$ cat src/rtl/sram_port_arbiter.sv
// Three-port fixed-priority arbiter in front of the synchronous external SRAM.
// Port 0 (VGA) always wins; port 2 (loader) gets a forced slot after MAX_WAIT losses to port 1.
module sram_port_arbiter #(
    parameter int unsigned READ_LATENCY = 2,
    parameter int unsigned MAX_WAIT     = 8
) (
    input  logic        Clock,
    input  logic        Resetn,

    input  logic        req_0,
    input  logic        req_1,
    input  logic        req_2,
    input  logic [17:0] addr_0,
    input  logic [17:0] addr_1,
    input  logic [17:0] addr_2,
    input  logic [15:0] wdata_0,
    input  logic [15:0] wdata_1,
    input  logic [15:0] wdata_2,
    input  logic        we_n_0,
    input  logic        we_n_1,
    input  logic        we_n_2,

    output logic        gnt_0,
    output logic        gnt_1,
    output logic        gnt_2,
    output logic        rvalid_0,
    output logic        rvalid_1,
    output logic        rvalid_2,
    output logic [15:0] rdata,

    input  logic [15:0] SRAM_read_data,
    output logic [17:0] SRAM_address,
    output logic [15:0] SRAM_write_data,
    output logic        SRAM_we_n
);

    localparam logic [7:0] MAX_WAIT_C = 8'(MAX_WAIT);

    logic [7:0]  starve_q, starve_d;
    logic [17:0] addr_q;
    logic [15:0] wdata_q;
    logic        we_n_q;

    // Stage 0 travels alongside SRAM_address; stage READ_LATENCY meets the returned data.
    logic [READ_LATENCY:0]      vld_q;
    logic [READ_LATENCY:0][1:0] id_q;

    logic        forced;
    logic [2:0]  gnt;
    logic        any_gnt;
    logic [1:0]  sel_id;
    logic [17:0] sel_addr;
    logic [15:0] sel_wdata;
    logic        sel_we_n;

    always_comb begin
        forced = (starve_q == MAX_WAIT_C) && req_2;
        gnt    = '0;
        if (req_0) begin
            gnt[0] = 1'b1;
        end else if (req_1 && !forced) begin
            gnt[1] = 1'b1;
        end else if (req_2) begin
            gnt[2] = 1'b1;
        end
        any_gnt = |gnt;
    end

    always_comb begin
        sel_id    = 2'd0;
        sel_addr  = addr_0;
        sel_wdata = wdata_0;
        sel_we_n  = we_n_0;
        if (gnt[1]) begin
            sel_id    = 2'd1;
            sel_addr  = addr_1;
            sel_wdata = wdata_1;
            sel_we_n  = we_n_1;
        end else if (gnt[2]) begin
            sel_id    = 2'd2;
            sel_addr  = addr_2;
            sel_wdata = wdata_2;
            sel_we_n  = we_n_2;
        end
    end

    // Counter holds while port 0 owns the bus; only port-1 wins count as denials.
    always_comb begin
        starve_d = starve_q;
        if (gnt[2] || !req_2) begin
            starve_d = '0;
        end else if (gnt[1] && (starve_q != MAX_WAIT_C)) begin
            starve_d = starve_q + 8'd1;
        end
    end

    always_ff @(posedge Clock or negedge Resetn) begin
        if (!Resetn) begin
            starve_q <= '0;
            addr_q   <= '0;
            wdata_q  <= '0;
            we_n_q   <= 1'b1;
            vld_q    <= '0;
            id_q     <= '0;
        end else begin
            starve_q <= starve_d;
            if (any_gnt) begin
                addr_q  <= sel_addr;
                wdata_q <= sel_wdata;
                we_n_q  <= sel_we_n;
            end else begin
                we_n_q  <= 1'b1;
            end
            vld_q[0] <= any_gnt && sel_we_n;
            id_q[0]  <= sel_id;
            for (int unsigned s = 1; s <= READ_LATENCY; s++) begin
                vld_q[s] <= vld_q[s-1];
                id_q[s]  <= id_q[s-1];
            end
        end
    end

    assign gnt_0 = gnt[0];
    assign gnt_1 = gnt[1];
    assign gnt_2 = gnt[2];

    assign rvalid_0 = vld_q[READ_LATENCY] && (id_q[READ_LATENCY] == 2'd0);
    assign rvalid_1 = vld_q[READ_LATENCY] && (id_q[READ_LATENCY] == 2'd1);
    assign rvalid_2 = vld_q[READ_LATENCY] && (id_q[READ_LATENCY] == 2'd2);
    assign rdata    = SRAM_read_data;

    assign SRAM_address    = addr_q;
    assign SRAM_write_data = wdata_q;
    assign SRAM_we_n       = we_n_q;

endmodule
$ cat config.mk
export PLATFORM = sky130hd
export DESIGN_NAME = sram_port_arbiter
export DESIGN_NICKNAME = d
export VERILOG_FILES = /design/src/rtl/sram_port_arbiter.sv
export SDC_FILE = /design/constraint.sdc
export NUM_CORES = 1
export LEC_CHECK = 0
export ABC_AREA = 1
export CORE_AREA = 3 3 129 94
export CTS_CLUSTER_SIZE = 24
export DETAILED_ROUTE_END_ITERATION = 8
export DIE_AREA = 0 0 132 97
export PLACE_DENSITY_LB_ADDON = 0.15
export SETUP_SLACK_MARGIN = 0.2
export SLEW_MARGIN = 30
export SYNTH_ARGS = -nofsm -noshare
export SYNTH_HDL_FRONTEND = slang
export SYNTH_SLANG_ARGS = --single-unit
$ cat constraint.sdc
create_clock -name Clock -period 3 [get_ports Clock]
set_clock_uncertainty 0.1 [all_clocks]
set_input_delay 0.45 -clock Clock [delete_from_list [all_inputs] [get_ports Clock]]
set_output_delay 0.45 -clock Clock [all_outputs]
set_load 0.01 [all_outputs]
Yosys cells after proc, flatten, opt, wreduce, memory -nomap -nowiden --
Index checks and enable logic that the tools add are counted.
Storage, ports and cells: bits in registers 52, logic and storage cells 42, bits of input ports 126
Cells by class: reductions and logical operators 13, mux-type cells 16, add/subtract/negate cells 1, eq/ne operators 4
Operator list (count):
- 18-bit two-way mux | 2
- 16-bit two-way mux | 2
- 8-bit two-way mux | 2
- 8-bit by 1-bit adder with 8-bit output, second input constant | 1
- 8-bit by 4-bit equality test with 1-bit output, second input constant | 1
- 8-bit by 4-bit != test with 1-bit output, second input constant | 1
- 1-bit logical AND | 7
- 1-bit two-way mux | 7
- 2-bit two-way mux | 3
- 3-bit OR reduction | 1
- 2-bit by 1-bit equality test with 1-bit output, second input constant | 1
- 2-bit equality test, second input constant | 1
- 1-bit zero test | 2
- 2-bit zero test | 1
- 2-bit nonzero test | 1
- 1-bit logical OR | 1

Logic depth before layout (Yosys ltp) --
Gate-level depths: netlist (run 1).
word-level depth 9, depth in mapped cells 12

Least setup slack after synthesis (run 1) --
No wires, ideal clock.
kind flip-flop to output port, from register starve_q[0], to output port gnt_2, setup slack 1100 ps, cell stages (with the launch flop) 10, path buffers 1, arrival time 1350 ps, path through dfrtp_1 > inv_1 > ha_1 > nand3_1 > nor2_1 > nand2_2 > nand2_4 > nand3_4 > buf_6 > inv_1
On the way: word-level cells in the longest chain between the ends 6
Ends and longest elaborated chain:
- start: declaration | RTL line 39 | logic [7:0] starve_q, starve_d;
- start signal: assignment | RTL line 106 | starve_q <= starve_d;
- 8-bit by 4-bit equality test with 1-bit output | RTL line 57 | forced = (starve_q == MAX_WAIT_C) && req_2;
- 1-bit logical AND | RTL line 57
- 1-bit zero test | RTL line 61 | end else if (req_1 && !forced) begin
- 1-bit logical AND | RTL line 61
- 1-bit two-way mux | RTL line 61
- 2-bit two-way mux | RTL line 59 | if (req_0) begin
- end: declaration | RTL line 25 | output logic gnt_2,
No other way between the ends.

Final worst setup path (run 1) --
from register starve_q[0], to output port gnt_1
On the way: word-level cells in the longest chain between the ends 6
Ends and longest elaborated chain:
- 8-bit by 4-bit equality test with 1-bit output | RTL line 57
- 1-bit logical AND | RTL line 57
- 1-bit zero test | RTL line 61
- 1-bit logical AND | RTL line 61
- 1-bit two-way mux | RTL line 61
- 2-bit two-way mux | RTL line 59
- end: declaration | RTL line 24 | output logic gnt_1,
No other way between the ends.

==> out/metrics.cfg, run 1 <==
[cells_and_area]
final_common_cell=clkdlybuf4s50_1
drive_gt1_share_pct=10.55
nets=677
area_delta_synth_final_pct=48.95
final_cell_mix=148 x clkdlybuf4s50_1, 111 x nand2_1, 87 x nand3_1
antenna_cells=0

[placement]
pre_cts_ws_ps=403.1
place_congestion=0.7965
io_buffer_count=150
place_hpwl_um=7177

[timing]
tightest_slew_ps=623.3
slew-limit-headroom_pct=58.45
fmax_mhz=387.1
finalSetupViolCount=0
min_period_ps=2583
hold_viol=0
slew_violations=0
rsz0062_at_grt=false
setup_slack_ps=416.8
tns_ps=0
min_period_over_period_pct=86.11
whs_ps=55.70

[synth]
synth.distinct_cells=34
synthTopCellsByArea=dfrtp_1 39%, nand3_1 13%, nand2_1 13%
synth_top_area_cell=dfrtp_1
netlist_area_sq_um=3267
seq_area_frac_synth_pct=39.87
syn_nets=554
yosys_warnings=0
synth_top_area_share_pct=39.07
synth_seq_cells=52
netlist_instances=426
syn_avg_cell_area_sq_um=7.669

[floorplan]
dieArea_sq_um=12800
dieWidth_um=132
die_h_um=97
rows=32
io_pins=183
initial_core_util_pct=29.89
fp.coreArea_sq_um=10930

[critical_path]
cp_data_arrival_time_ps=2030
cp_slowest_cell=clkdlybuf4s50_1
worstPathCellList=inv_1 > ha_1 > nand3_1 > nor2_1 > nand2_2 > nand3_2 > inv_2 > clkdlybuf4s50_1
path_max_fanout=10
crit_type=reg2out
slowest_delay_ps=570
cp-end-kind=output port
startpoint_type=register
crit_required_ps=2450

[clocking]
root_buffer=clkbuf_16
path_clk_slew_ps=70
clk_latency_ps=290
numCtsBuffers=5
cts_tree=done
cts_resized=0
cts_sinks=52
ctsHtreeMaxLevel=2
cts_setup_buffers=0
cts-hold-fix-buffers=0
cts_max_path_buffers=2

[job]
cap_violations=0

[global_routing]
overflow=0
grtUsageTotal_pct=15.59
grt_start_max_net_pins=65
antenna_found_initial=0
grt_pass1_wl_um=16270
grt_pass1_vias=3185

[detailed_routing]
drt_pass1_iterations=6
drc=0
vias=3079
drt-initial-drc-count=115
wire_per_inst_um=13.67
via_per_inst=4.380
drt-total-wl_um=9612
ant_nets=0

[power]
power_mw=1.902
vdd_ir_drop_max_mv=0.2047
power_per_cell_area_nw_per_um2=390.9
p_leak_nw=2.205

[status]
run_status=complete, no violations

[worst_hold_path]
worstHoldPathType=in2async

==> kinds of logic after synthesis <==
| logic type | count (synthesis) | share of synthesized area [%] |
|---|---|---|
| AOI/OAI and AO/OA | 18 | 4.098 |
| adders and majority gates | 2 | 0.7659 |
| buffers and inverters | 72 | 12.87 |
| DFF | 52 | 39.87 |
| and+or+nand+nor | 282 | 42.40 |
==> layer usage <==
layer	global-route usage, %	up-vias	wire length [um]
li1	-	1593	-
met2	25.06	91	4437
met5	0	-	0
met1	20.33	1386	4397
met4	3.551	0	95
met3	5.301	9	682
==> where the power goes <==
group / switching (mW) / total [mW] / internal (mW)
clock network: 0.249 / 0.582 / 0.334
registers: 0.0334 / 0.800 / 0.766
logic: 0.222 / 0.520 / 0.298
==> synth_stat cells, drive strengths merged <==
cell type	n
dfrtp	51
buf	39
ha	2
nor4	1
nor2	23
clkinv	3
o21ai	3
clkbuf	2
a21oi	12
nand3b	7
nand4	1
o31ai	1
nor3	3
nand3	97
o21a	1
a31oi	1
or2	28
dfstp	1
nand2	120
inv	28
nor3b	2
==> final timing paths <==
check / startpoint / endpoint / slack, ps / cells past startpoint
setup reg to reg: starve_q[0] / SRAM_write_data[12] / 810 / 10
hold reg to reg: id_q[1] / id_q[3] / 250 / 0
hold / removal: Resetn / SRAM_write_data[15] / 60 / 1
min in group Clock: id_q[1] / id_q[3] / 250 / 0
max in group asynchronous: Resetn / starve_q[6] / 2170 / 2
setup / recovery: starve_q[0] / gnt_1 / 420 / 8
==> stage by stage <==
| step | utilization, % | instance area [sq um] | instances |
|---|---|---|---|
| finish | 44.52 | 4866 | 703 |
| CTS | 44.49 | 4863 | 703 |
| global route | 44.52 | 4866 | 703 |
| detailed placement | 43.15 | 4717 | 695 |
| floorplan | - | 3267 | 426 |
| global placement | 43.15 | 4717 | 695 |
==> flip-flops by register name, summed over array words and instances (netlist names) <==
name,flops
id_q,6
SRAM_address,18
starve_q,8
SRAM_write_data,16
vld_q,3
SRAM_we_n,1
==> worst max-delay path, delay by kind of cell (launching register included) <==
kind          cells  cell delay [ps]
buf+inv           3              830
flops             1              380
simple gates      4              320
fa+ha+maj         1              210
==> area by class of cell <==
cell class                      count  area [sq um]
Fill cell                        1088          6065
Timing Repair Buffer              157          1564
Multi-Input combinational cell    302          1544
Sequential cell                    52          1303
Tap cell                          153         191.4
Clock buffer                        8         146.4
Inverter                           31         117.6
No activity file was read; power rests on OpenSTA's default activity.
==> run 2: changes to the inputs <==
Settings changed: CTS_BUF_LIST from default to sky130_fd_sc_hd__clkbuf_16, CTS_CLUSTER_SIZE 24 to 20.
==> out/metrics.cfg, run 2 (synthesis gave the netlist of run 1 again) <==
[clocking]
path_clk_slew_ps=70  ; about the same
numCtsBuffers=5  ; unchanged
clk_latency_ps=290  ; about the same
cts_setup_buffers=0  ; unchanged
cts-hold-fix-buffers=0  ; unchanged
cts_max_path_buffers=2  ; unchanged
root_buffer=clkbuf_16
cts_tree=done
cts_sinks=52  ; unchanged
ctsHtreeMaxLevel=2  ; unchanged

[global_routing]
antenna_found_initial=0  ; unchanged
gr-max-usage-layer=met2
grtUsageTotal_pct=15.51  ; -0.077 points
use_met2_pct=25.10  ; +0.039 points
grt_start_max_net_pins=65  ; unchanged
grt_pass1_vias=3195  ; +0.31%
overflow=0  ; unchanged
met3_usage_pct=5.301  ; unchanged
grt_pass1_wl_um=16240  ; -0.17%
grt_use_met1_pct=20.27  ; -0.065 points

[critical_path]
path_max_fanout=10  ; unchanged
cp_slowest_cell=clkdlybuf4s50_1
crit_required_ps=2450  ; about the same
cp-end-kind=output port
worstPathCellList=inv_1 > ha_1 > nand3_1 > nor2_1 > nand2_2 > nand3_2 > inv_2 > clkdlybuf4s50_1
cp_data_arrival_time_ps=2030  ; about the same
startpoint_type=register
slowest_delay_ps=570  ; about the same
crit_type=reg2out

[timing]
slew-limit-headroom_pct=58.65  ; +0.20 points
min_period_ps=2579  ; -4.384 ps
min_period_over_period_pct=85.96  ; -0.15 points
tns_ps=0  ; unchanged
whs_ps=58.41  ; +2.712 ps
tightest_slew_ps=620.2  ; -3.039 ps
slew_violations=0  ; unchanged
hold_viol=0  ; unchanged
finalSetupViolCount=0  ; unchanged
fmax_mhz=387.8  ; +0.17%
rsz0062_at_grt=false

[status]
run_status=complete, no violations

[power]
p_leak_nw=2.207  ; +0.12%
power_mw=1.865  ; -2.0%
vdd_ir_drop_max_mv=0.2018  ; -1.5%
power_per_cell_area_nw_per_um2=384.1  ; -1.7%

[placement]
place_congestion=0.7965  ; unchanged
io_buffer_count=150  ; unchanged
place_hpwl_um=7177  ; unchanged

[detailed_routing]
drt_pass1_iterations=4  ; -2
drt-initial-drc-count=116  ; +0.87%
drc=0  ; unchanged
drt-total-wl_um=9602  ; -0.10%
via_per_inst=4.373  ; -0.16%
wire_per_inst_um=13.66  ; -0.10%
vias=3074  ; -0.16%
ant_nets=0  ; unchanged

[cells_and_area]
final_common_cell=clkdlybuf4s50_1
nets=677  ; unchanged
drive_gt1_share_pct=10.36  ; -0.18 points
fillers=1089  ; +0.092%
final_cell_mix=148 x clkdlybuf4s50_1, 111 x nand2_1, 87 x nand3_1
largest_reg_flops=18  ; unchanged
antenna_cells=0  ; unchanged
area_delta_synth_final_pct=48.64

[floorplan]
dieArea_sq_um=12800  ; unchanged
fp.coreArea_sq_um=10930  ; unchanged
dieWidth_um=132  ; unchanged
io_pins=183  ; unchanged
initial_core_util_pct=29.89  ; unchanged
die_h_um=97  ; unchanged
rows=32  ; unchanged

[job]
cap_violations=0  ; unchanged

[worst_hold_path]
worstHoldPathType=in2async

[run 2: changes by cell type in the layout (fill, tap and decap cells not counted)]
cell	change
inv_1	+2
clkbuf_1	-2
clkinv_1	+1
clkbuf_8	-1
[run 2: per-layer routing]
| layer | vias up | part of all wire [%] |
|---|---|---|
| met1 | 1392 | 46 |
| li1 | 1591 | - |
| met4 | 0 | 0.77 |
| met2 | 85 | 46 |
| met3 | 6 | 7.1 |
| met5 | - | 0 |
[run 2: what timing repair did]
| action | 4_1_cts | 5_1_grt |
|---|---|---|
| setup endpoints to repair | 0 | 1 |
| gates resized for setup | 0 | 1 |
| endpoints found under the hold margin | 0 | 0 |
[run 2: layout make-up]
| cell class | count | area [sq um] | share of cell area, % |
|---|---|---|---|
| inverter | 31 | 117.6 | 2.422 |
| clock inverter | 3 | 11.26 | 0.2319 |
| tap | 153 | 191.4 | 3.942 |
| clock buffer | 5 | 125.1 | 2.577 |
| timing repair buffer | 157 | 1564 | 32.21 |
| sequential | 52 | 1303 | 26.82 |
| multi-input combinational | 302 | 1544 | 31.80 |
[run 2: report_power, final]
group / total [mW] / internal [mW] / leakage, nW / switching (mW)
Sequential: 0.800 / 0.766 / 0.633 / 0.0335
Combinational: 0.520 / 0.298 / 1.50 / 0.222
Clock: 0.545 / 0.301 / 0.0738 / 0.244
[run 2: path summary, 6_finish.rpt]
kind                                  start  slack (ps)             endpoint  cells after the start
worst max-delay path            starve_q[0]         420                gnt_1                      8
worst min-delay path                 Resetn          60  SRAM_write_data[15]                      1
worst max register to register  starve_q[0]         810  SRAM_write_data[12]                     10
worst min register to register      id_q[1]         250              id_q[3]                      0
max in group asynchronous            Resetn        2170          starve_q[6]                      2
min in group Clock                  id_q[1]         250              id_q[3]                      0
[run 2: worst max-delay path: cells and delay by family (launching register included)]
family	cells	cell delay [ps]
buf+inv	3	830
flops	1	380
simple gates	4	320
fa+ha+maj	1	210
[run 2: metrics by stage]
stage	util, %	worst slack, ps	std cells	area (sq um)
CTS	44.40	284.0	703	4853
detailed placement	43.15	403.1	695	4717
global route	44.43	280.7	703	4856
floorplan	-	1100	426	3267
global placement	43.15	435.8	695	4717
finish	44.43	421.2	703	4856
